===== config.mk =====
export PLATFORM = sky130hd
export DESIGN_NAME = midi_note_parser
export DESIGN_NICKNAME = d
export VERILOG_FILES = /design/src/rtl/midi_pkg.sv /design/src/rtl/midi_status_decode.sv /design/src/rtl/midi_note_parser.sv
export SDC_FILE = /design/constraint.sdc
export NUM_CORES = 1
export LEC_CHECK = 0
export CAP_MARGIN = 10
export CORE_MARGIN = 1
export CORE_UTILIZATION = 53
export CTS_BUF_LIST = sky130_fd_sc_hd__clkbuf_4
export DETAILED_ROUTE_END_ITERATION = 8
export PLACE_DENSITY = 0.82
export SLEW_MARGIN = 20
export SYNTH_ARGS = -nofsm -noshare
export SYNTH_HDL_FRONTEND = slang
export SYNTH_SLANG_ARGS = --single-unit

===== constraint.sdc =====
create_clock -name clk -period 2.2 [get_ports clk]
set_input_delay 0.44 -clock clk [delete_from_list [all_inputs] [get_ports clk]]
set_output_delay 0.44 -clock clk [all_outputs]
set_load 0.05 [all_outputs]

===== src/rtl/midi_pkg.sv =====
// midi_pkg: shared status nibbles, running-status kinds and parser FSM states.
package midi_pkg;
  localparam logic [3:0] ST_NOTE_OFF = 4'h8;
  localparam logic [3:0] ST_NOTE_ON  = 4'h9;
  localparam logic [3:0] ST_POLY_AT  = 4'hA;
  localparam logic [3:0] ST_CC       = 4'hB;
  localparam logic [3:0] ST_PROG     = 4'hC;
  localparam logic [3:0] ST_CH_AT    = 4'hD;
  localparam logic [3:0] ST_PITCH    = 4'hE;
  localparam logic [3:0] ST_SYS      = 4'hF;
  localparam logic [7:0] RT_THRESH   = 8'hF8;
  typedef enum logic [2:0] {
    KIND_NONE, KIND_NOTE_OFF, KIND_NOTE_ON, KIND_SKIP1, KIND_SKIP2
  } kind_t;
  localparam logic [1:0] S_IDLE = 2'd0;
  localparam logic [1:0] S_KEY  = 2'd1;
  localparam logic [1:0] S_VEL  = 2'd2;
endpackage


===== src/rtl/midi_status_decode.sv =====
// midi_status_decode: classifies a MIDI byte and maps status bytes to a running-status kind.
// MIDI_OMNI_EN makes note-on/off from every channel count as ours.
module midi_status_decode
  import midi_pkg::*;
#(
  parameter logic [3:0] CHANNEL = 4'd0
) (
  input  logic [7:0] i_byte,
  output logic       o_is_realtime,
  output logic       o_is_status,
  output logic       o_is_syscommon,
  output kind_t      o_kind
);
`ifdef MIDI_OMNI_EN
  localparam logic OMNI = 1'b1;
`else
  localparam logic OMNI = 1'b0;
`endif
  logic [3:0] w_hi;
  logic       w_ch_ok;
  always_comb begin
    w_hi           = i_byte[7:4];
    w_ch_ok        = OMNI || (i_byte[3:0] == CHANNEL);
    o_is_realtime  = i_byte >= RT_THRESH;
    o_is_status    = i_byte[7] && (w_hi != ST_SYS);
    o_is_syscommon = (w_hi == ST_SYS) && !o_is_realtime;
    o_kind = !o_is_status ? KIND_NONE :
             (w_hi == ST_NOTE_OFF && w_ch_ok) ? KIND_NOTE_OFF :
             (w_hi == ST_NOTE_ON && w_ch_ok) ? KIND_NOTE_ON :
             (w_hi == ST_PROG || w_hi == ST_CH_AT) ? KIND_SKIP1 :
             (w_hi == ST_NOTE_OFF || w_hi == ST_NOTE_ON || w_hi == ST_POLY_AT ||
              w_hi == ST_CC || w_hi == ST_PITCH) ? KIND_SKIP2 : KIND_NONE;
  end
endmodule


===== src/rtl/midi_note_parser.sv =====
// midi_note_parser: monophonic MIDI note-on/off parser with running status and panic.
// Optional MIDI_OMNI_EN (in midi_status_decode) accepts notes on every channel.
module midi_note_parser
  import midi_pkg::*;
#(
  parameter logic [3:0] CHANNEL = 4'd0
) (
  input  logic       clk,
  input  logic       rst_n,
  input  logic [7:0] i_byte,
  input  logic       i_byte_valid,
  input  logic       i_panic,
  output logic [6:0] o_midi,
  output logic [6:0] o_velocity,
  output logic       o_note_valid
);
  logic       w_rt, w_st, w_sc, w_data, w_complete, w_on, w_off, w_kill;
  kind_t      w_kind, r_kind;
  logic [1:0] r_state;
  logic [6:0] r_key, r_midi, r_velocity;
  logic       r_note_valid;

  midi_status_decode #(.CHANNEL(CHANNEL)) u_dec (
    .i_byte         (i_byte),
    .o_is_realtime  (w_rt),
    .o_is_status    (w_st),
    .o_is_syscommon (w_sc),
    .o_kind         (w_kind)
  );

  always_comb begin
    w_data     = i_byte_valid && !i_byte[7];
    w_complete = w_data && (r_state == S_VEL);
    w_on       = w_complete && (r_kind == KIND_NOTE_ON) && (i_byte[6:0] != 7'd0) && (r_key != 7'd0);
    w_off      = w_complete && ((r_kind == KIND_NOTE_OFF) || (r_kind == KIND_NOTE_ON && i_byte[6:0] == 7'd0))
                 && (r_key == r_midi) && (r_midi != 7'd0);
    // panic overrides any completing message for the outputs only
    w_kill     = i_panic ? (r_midi != 7'd0) : w_off;
  end

  always_ff @(posedge clk or negedge rst_n) begin
    if (!rst_n) begin
      r_state <= S_IDLE;
      r_kind  <= KIND_NONE;
      r_key   <= 7'd0;
    end else if (i_byte_valid && !w_rt) begin
      if (w_st) begin
        r_kind  <= w_kind;
        r_state <= S_KEY;
      end else if (w_sc) begin
        r_kind  <= KIND_NONE;
        r_state <= S_IDLE;
      end else if (w_data && r_state == S_KEY && r_kind != KIND_SKIP1) begin
        r_key   <= i_byte[6:0];
        r_state <= S_VEL;
      end else if (w_complete) begin
        r_state <= S_KEY;
      end
    end
  end

  always_ff @(posedge clk or negedge rst_n) begin
    if (!rst_n) begin
      r_midi       <= 7'd0;
      r_velocity   <= 7'd0;
      r_note_valid <= 1'b0;
    end else begin
      r_note_valid <= w_kill || (!i_panic && w_on);
      if (w_kill) begin
        r_midi     <= 7'd0;
        r_velocity <= 7'd0;
      end else if (!i_panic && w_on) begin
        r_midi     <= r_key;
        r_velocity <= i_byte[6:0];
      end
    end
  end

  assign o_midi       = r_midi;
  assign o_velocity   = r_velocity;
  assign o_note_valid = r_note_valid;
endmodule


# == After elaboration in Yosys (flattened, before gate mapping) ==
# Cells that the tools add are included.
# totals
output_inout_bits,15
elab_cells,77
in_bits,12
reg_bits,27
# op_classes
n_reduce_logical,38
muxes,15
n_eq_ne,15
bitwise,2
magnitude_cmp,1
# ops
cell,n
$eq 4x4->1 const B,8
$mux 7,4
$reduce_bool 7->1,3
$mux 3,6
$logic_and 1x1->1,17
$ge 8x8->1 const B,1
$mux 2,4
$eq 7x7->1,1
$logic_not 7->1,1
$logic_or 1x1->1,7
$logic_not 4->1,1
$ne 4x4->1 const B,1
$reduce_and 2->1,2
$reduce_and 4->1,1
$reduce_bool 2->1,2
$reduce_bool 4->1,1
$eq 3x1->1 const B,1
$eq 3x2->1 const B,1
$logic_not 1->1,3
$ne 3x2->1 const B,1
$eq 2x1->1 const B,1
$eq 2x2->1 const B,1
$not 1->1,2
$mux 1,1

# == Logic depth before layout (Yosys ltp) ==
# Gate-level depths: netlist (run 1).
# depth
word_depth,10
depth_mapped,7
mapped_depth_nobuf,5

# == Cells and area by module ==
# From an unflattened synthesis (run 1), not the netlist that was laid out.
# unflattened
cells_unflattened,149
hier_area_um2,1581.5
# modules_own_cells
module,area_per_inst_um2,instances,cells_each,seq_area_each_um2
midi_note_parser,1486.4,1,136,675.6
midi_status_decode,95.1,1,13,0.0

# == Worst setup path before layout (run 1) ==
# OpenSTA, ideal clock, no wires.
# synth_timing
path_type,flip-flop to flip-flop
from,reg r_midi[3] (netlist: o_midi[3])
to,reg r_midi[2] (netlist: o_midi[2])
arrival_ns,1.728
path_buffers,1
period_less_slack_ns,1.849
setup_slack_ns,0.351
t_required_ns,2.079
stages_incl_launch_ff,7
setup_time_ns,0.121
cell_sequence,dfrtp_1 > xor2_1 > nor4_1 > nand4_1 > o21ai_1 > buf_2 > nor2_1
# synth_between
elab_chain_len,5
word_cells_on_any_way,7
cone_classes,eq/ne: 1; mux: 2; reduce/logical: 4
# synth_rtl
item,line,rtl
start: declaration,midi_note_parser.sv:20,"logic [6:0] r_key, r_midi, r_velocity;"
start signal: assignment,midi_note_parser.sv:73,r_midi <= r_key;
$eq 7x7->1,midi_note_parser.sv:36,&& (r_key == r_midi) && (r_midi != 7'd0);
$logic_and 1x1->1 (2 in a row),midi_note_parser.sv:36,
$mux 1 (*),midi_note_parser.sv:38,w_kill = i_panic ? (r_midi != 7'd0) : w_off;
$mux 7 or $reduce_bool 2->1 (tied branches),n/a,
# Mark *: on every way between the ends. The rest lies on a longest branch, timed or not.
# A chain may end at the register's enable or synchronous reset.

# == Final worst setup path (run 1) ==
# layout_timing
from,reg r_midi[1] (netlist: o_midi[1])
to,out o_midi[1]
# layout_rtl
item,line,rtl
end: declaration,midi_note_parser.sv:13,"output logic [6:0] o_midi,"
# No word-level cell between the ends.

==> results of run 1 <==
report_power, final:
group	total [mW]	internal [mW]	switching, mW	leakage, nW
clock network	0.222	0.0695	0.152	0.0139
registers	0.691	0.592	0.0988	0.354
logic	0.479	0.212	0.267	0.554
per-stage QoR:
stage / TNS (ns) / power (mW) / utilization, % / hold WS, ns / setup slack (ns)
finish: 0 / 1.39 / 77.0 / 0.456 / 0.157
global route: 0 / 1.48 / 77.0 / 0.473 / 0.0594
CTS: 0 / 1.40 / 77.0 / 0.460 / 0.136
detailed placement: -1.55 / 1.18 / 75.7 / 0.496 / -0.126
global placement: -0.979 / 1.17 / 75.7 / 0.483 / -0.101
floorplan: 0 / 0.988 / - / 0.144 / 0.351
worst max-delay path by stage:
stage | slack (ns) | endpoint | depth (start not counted)
after global routing | 0.06 | o_midi[4] | 6
after floorplan | 0.35 | o_midi[2] | 6
final | 0.16 | o_midi[1] | 1
after global placement | -0.10 | o_velocity[5] | 7
after CTS | 0.14 | o_midi[1] | 1
after detailed placement | -0.13 | o_velocity[5] | 7
cell type report:
type / count / share of cell area, %
Clock buffer: 3 / 1.27
Clock inverter: 1 / 0.425
Inverter: 2 / 0.425
Multi-Input combinational cell: 91 / 34.6
Sequential cell: 27 / 38.2
Tap cell: 28 / 1.98
Timing Repair Buffer: 44 / 23.1
kinds of logic (layout without fill, tap and decap cells):
group                  count (synthesis)  in the layout  synth area share (%)
AO/OA/AOI/OAI                         15             15                  6.33
XOR/XNOR                               7              7                  4.56
buffers and inverters                  8             50                  4.19
flip-flops                            27             27                  50.3
multiplexers                          20             20                  15.5
AND/OR/NAND/NOR                       49             49                  19.2
state kept, by name, summed over array words and instances (netlist names):
register	cells
r_key	7
r_state	2
r_kind	3
o_note_valid	1
o_velocity	7
o_midi	7
synthesized netlist by cell type:
| cell type | count | area (um^2) |
|---|---|---|
| clkbuf_1 | 2 | 7.51 |
| a21oi_1 | 4 | 20.0 |
| nand4_1 | 2 | 12.5 |
| nand4bb_1 | 1 | 11.3 |
| o21ai_1 | 1 | 5.00 |
| or4b_1 | 1 | 10.0 |
| buf_2 | 2 | 10.0 |
| or4_1 | 1 | 7.51 |
| nor4_1 | 3 | 18.8 |
| nor4_2 | 1 | 12.5 |
| o31ai_1 | 1 | 7.51 |
| nor3_1 | 2 | 10.0 |
| nand2_1 | 13 | 48.8 |
| a41oi_1 | 1 | 8.76 |
| o21ai_0 | 7 | 35.0 |
| dfrtp_1 | 27 | 676 |
| xor2_1 | 7 | 61.3 |
| inv_1 | 2 | 7.51 |
| buf_6 | 1 | 11.3 |
| nand3b_1 | 2 | 15.0 |
| nor2_1 | 16 | 60.1 |
| nor2b_1 | 2 | 12.5 |
| nand2b_1 | 2 | 12.5 |
| nor4b_2 | 1 | 15.0 |
| or2_2 | 1 | 6.26 |
| mux2_2 | 6 | 67.6 |
| buf_12 | 1 | 20.0 |
| a22o_1 | 1 | 8.76 |
| nand3_1 | 1 | 5.00 |
| mux2i_1 | 14 | 140 |
cells in the final DEF (no fill, tap or decap), types with 4 or more instances in the layout:
cell type         n
a21oi_1           4
nand2_1          13
nor2_1           16
mux2_2            6
mux2i_1          14
o21ai_0           7
xor2_1            7
dfrtp_1          27
buf_4            17
clkdlybuf4s50_1  26
per-layer routing:
metal	wire length (um)	GRT usage [%]	share of wire, %	vias to the layer above
met4	56	11.4	1.9	0
met1	1370	32.6	47	522
met3	124	2.61	4.2	6
met5	0	0	0	-
li1	-	-	-	528
met2	1370	39.5	47	39
==> metrics.md, run 1 <==
| Metric | Value |
|---|---|
| Max-cap violations | `0` |
| Pin count of the biggest net entering global routing | `28` |
| Clock Latency Late Sink | `around 0.33 ns` |
| Syn Inst Count | `between 100 and 150` |
| Req. time, crit path | `roughly 1.8 ns` |
| Post-CTS setup buffers | `0` |
| Buffers and inverters on the worst path | `1` |
| Initial Utilization | `58.5%` |
| FF/Latch Area | `slightly below 700 um^2` |
| Area taken by multi-input logic gates | `612 um^2` |
| Post-DP Area | `roughly 0.0017 mm^2` |
| Area Growth Syn to Fin | `31.6%` |
| Floorplan row count | `17` |
| Library cells used by synthesis | `30` |
| Period Utilization, post-route | `92.9%` |
| #FFs+latches synth | `27` |
| Rel. slew slack | `approximately two thirds` |
| Placed cell count | `approximately 190` |
| Number of H-tree levels | `1` |
| RSZ-0062 raised after global routing | `false` |
| Num CTS Buffers | `3` |
| Layout Cells excl Fill | `196` |
| Top Ports | `27` |
| Critical Path Start | `o_midi[1]` |
| Crit path largest cell delay | `approximately 0.83 ns` |
| Clock buffer depth | `2` |
| Register area share after synthesis | `between 50% and 60%` |
| Final GP Congestion | `0.818` |
| Crit Path Max Fanout | `4` |
| Clock tree sinks | `27` |
| Cts hold-fix bufs | `0` |
| Post-route ant nets | `0` |
| DRC violations left | `0` |
| CTS-repair resized insts | `0` |
| First-pass GRT wire length | `roughly 4.8 mm` |
| Final wirelength | `2.93 mm` |
| Initial DRC Count | `28` |
| P per Cell Area | `slightly below 800 mW/mm^2` |
| Setup CP Type | `reg2out` |
| Clock Skew | `0.0102 ns` |
| Post-route cell area | `0.00177 mm^2` |
| Post-DP HPWL | `2.24 mm` |
| Die W | `approximately 52 um` |
| Max rail drop VDD | `between 0.0005 and 0.0006 V` |
| Antenna diodes | `0` |
| Root Buffer | `clkbuf_4` |
| Fmax | `0.490 GHz` |
| Die area | `roughly 0.0027 mm^2` |
| Syn nets | `138` |
| CP arrival | `between 1.5 and 2 ns` |
| Slew Viols, Final | `0` |
| Grt ovf | `0` |
| PortBufs | `26` |
| Chip height | `52.4 um` |
| Cell family with most CP delay | `buffers and inverters` |
| Vias in the first global route | `1,062` |
| Via Count | `approximately 1,100` |
| Worst r2r src | `r_key[3]` |
| 1st-pass router iterations | `4` |
| Core area | `about 0.0023 mm^2` |
| Fin. Hold Viols | `0` |
| R2r endpoint | `o_midi[4]` |
| Outcome | `complete, no violations` |
| CTS tree | `built` |
| Layout cells sized above 1 | `roughly 18%` |
| Routed wire per std cell | `between 10 and 15 um` |
| Crit-path cells | `clkdlybuf4s50_1` |
| Vias per inst | `about 5.6` |
| Setup crit start kind | `flop` |
| Antenna violations before repair | `0` |
| FILL cells | `roughly 160` |
| Avg Inst Size Synth | `~11 um^2` |
| Syn. warnings | `0` |
| CP max stage cell | `clkdlybuf4s50_1` |
| Nets | `~180` |
| Reg-to-reg setup timing slack | `0.23 ns` |
| Worst Hold Class | `in2async` |
| Final setup violation count | `0` |
| Leakage power | `0.922 nW` |
| Worst Reg-to-Reg Cells | `6` |
| Worst-path clk slew | `roughly 0.16 ns` |
| Post-route minimum period | `2.04 ns` |
| Mapped Area | `roughly 0.0013 mm^2` |
| Crit end category | `output port` |
| Worst-margin pin slew | `roughly 0.5 ns` |
| Global Route Usage Sum | `approximately a quarter` |
No activity file was read; power rests on OpenSTA's default activity.
==> run 2, diff against run 1 <==
--- a/config.mk
+++ b/config.mk
@@ -9,6 +9,7 @@
 export CORE_MARGIN = 1
 export CORE_UTILIZATION = 53
 export CTS_BUF_LIST = sky130_fd_sc_hd__clkbuf_4
+export CTS_CLUSTER_DIAMETER = 150
 export DETAILED_ROUTE_END_ITERATION = 8
 export PLACE_DENSITY = 0.82
 export SLEW_MARGIN = 20
==> results of run 2 <==
No change in the layout: final DEF, timing and power equal those of run 1.
==> run 3, diff against run 2 <==
--- a/config.mk
+++ b/config.mk
@@ -6,12 +6,11 @@
 export NUM_CORES = 1
 export LEC_CHECK = 0
 export CAP_MARGIN = 10
-export CORE_MARGIN = 1
-export CORE_UTILIZATION = 53
+export CORE_UTILIZATION = 57
 export CTS_BUF_LIST = sky130_fd_sc_hd__clkbuf_4
 export CTS_CLUSTER_DIAMETER = 150
 export DETAILED_ROUTE_END_ITERATION = 8
-export PLACE_DENSITY = 0.82
+export PLACE_DENSITY = 0.87
 export SLEW_MARGIN = 20
 export SYNTH_ARGS = -nofsm -noshare
 export SYNTH_HDL_FRONTEND = slang
==> constraint.sdc (replaced) <==
create_clock -name clk -period 2.53 [get_ports clk]
set_input_delay 0.506 -clock clk [delete_from_list [all_inputs] [get_ports clk]]
set_output_delay 0.506 -clock clk [all_outputs]
set_load 0.05 [all_outputs]
==> run 3 against run 2 <==
Against the previous run:
- power fell by 14%
- clock power fell by 16%
- final area decreased by 4.2%
- critical endpoint is now o_midi[0]
- die area down 6.8%
- sequential cell count stayed put
- wire length decreased by 4.7%
- first-iteration DRC count is 39% lower
- non-clock buffer count decreased by 8
- global-route usage is 0.28 points higher
- cell count decreased by 4.1%
- via count down 3.2%
- critical path depth is the same
- highest routed layer unchanged
==> metrics.md, run 3 (synthesis results as in run 1) <==
| Metric | Value |
|---|---|
| Outcome | `complete, no violations` |
| Hold slack | `0.529 ns` |
| Antenna diodes | `0` |
| Most frequent cells in the layout | `dfrtp_1, clkdlybuf4s50_1, nor2_1` |
| Vias per inst | `5.64` |
| Clock tree sinks | `27` |
| Fin. Hold Viols | `0` |
| Final setup violation count | `0` |
| Post-DP HPWL | `approximately 2.1 mm` |
| Setup TNS | `0 ns` |
| Cell family with most CP delay | `buffers and inverters` |
| Final GP Congestion | `0.858` |
| Crit Path Max Fanout | `4` |
| Slew Viols, Final | `0` |
| Die W | `roughly 51 um` |
| Overall Power | `1.19 mW` |
| Clock buffer depth | `2` |
| Floorplan row count | `17` |
| Chip height | `50.6 um` |
| RSZ-0062 raised after global routing | `false` |
| Buffers and inverters on the worst path | `1` |
| Crit-path cells | `clkdlybuf4s50_1` |
| P per Cell Area | `705 mW/mm^2` |
| Post-CTS setup buffers | `0` |
| Grt ovf | `0` |
| Cts hold-fix bufs | `0` |
| Placed cell count | `between 150 and 200` |
| Max rail drop VDD | `roughly 0.00055 V` |
| CP max stage cell | `clkdlybuf4s50_1` |
| Routed wire per std cell | `about 15 um` |
| Clock Skew | `between 0.0015 and 0.002 ns` |
| CP arrival | `~1.6 ns` |
| Global Route Usage Sum | `between 20% and 30%` |
| Area Growth Syn to Fin | `26.0%` |
| Antenna violations before repair | `0` |
| Clock Latency Late Sink | `~0.32 ns` |
| Commonest non-fill, non-tap cell in the layout | `dfrtp_1` |
| Leakage power | `slightly below 0.9 nW` |
| Initial Utilization | `60.7%` |
| Layout Cells excl Fill | `~190` |
| Crit end category | `output port` |
| Root Buffer | `clkbuf_4` |
| Core area | `0.00221 mm^2` |
| Worst Hold Class | `in2async` |
| Final wirelength | `about 2.8 mm` |
| First-pass GRT wire length | `around 4.6 mm` |
| Nets | `~170` |
| Num CTS Buffers | `3` |
| Place WS | `between 0.1 and 0.15 ns` |
| Via Count | `~1,100` |
| Setup ws final | `between 0.4 and 0.5 ns` |
| Worst-path clk slew | `about 0.14 ns` |
| Setup crit start kind | `flop` |
| Post-route minimum period | `approximately 2.1 ns` |
| PortBufs | `26` |
| Setup CP Type | `reg2out` |
| CTS tree | `built` |
| Vias in the first global route | `between 1,000 and 1,500` |
| Rel. slew slack | `roughly two thirds` |
| Layout cells sized above 1 | `14.4%` |
| Fmax | `0.475 GHz` |
| Post-route ant nets | `0` |
| Top Ports | `27` |
| DRC violations left | `0` |
| FILL cells | `approximately 160` |
| Die area | `0.00256 mm^2` |
| Number of H-tree levels | `1` |
| Req. time, crit path | `slightly above 2 ns` |
| Worst-margin pin slew | `0.510 ns` |
| Pin count of the biggest net entering global routing | `28` |
| 1st-pass router iterations | `4` |
| CTS-repair resized insts | `0` |
| Crit path largest cell delay | `approximately 0.83 ns` |
| Initial DRC Count | `17` |
| Period Utilization, post-route | `83.2%` |
| Max-cap violations | `0` |
-- run 3: cell count changes in the layout (fill, tap and decap cells not counted), sizes merged --
cell	before	now
clkinv	0	1
clkinvlp	1	0
buf	18	10
-- run 3: final cells by class --
class	instances	area (um^2)	area share [%]
Clock buffer	3	22.5	1.33
Clock inverter	1	5.00	0.296
Inverter	2	7.51	0.443
Multi-Input combinational cell	91	612	36.1
Sequential cell	27	676	39.9
Tap cell	28	35.0	2.07
Timing Repair Buffer	36	335	19.8
-- run 3: routing by layer --
layer	part of all wire, %	vias up	GRT usage (%)
li1	-	508	-
met1	48	523	32.5
met2	48	25	41.3
met3	3.1	4	4.55
met4	1.1	0	7.41
met5	0	-	0
-- run 3: worst paths after layout --
path,startpoint,to,slack [ns],cells past startpoint
max,o_midi[0],o_midi[0],0.42,1
min,rst_n,o_midi[1],0.53,2
max reg2reg,r_key[3],o_midi[5],0.65,6
min reg2reg,r_kind[2],r_kind[2],0.54,2
max in group asynchronous,rst_n,o_midi[5],1.75,2
min in group clk,r_kind[2],r_kind[2],0.54,2
-- run 3: stage by stage --
step	utilization (%)	instance area, um^2
after floorplan	-	1340
after global placement	75.3	1670
after detailed placement	75.3	1670
after CTS	76.5	1690
after global routing	76.5	1690
final	76.5	1690
-- run 3: report_power, final --
part           internal (mW)  switching (mW)
registers              0.515          0.0931
clock network         0.0593           0.127
logic                  0.174           0.225
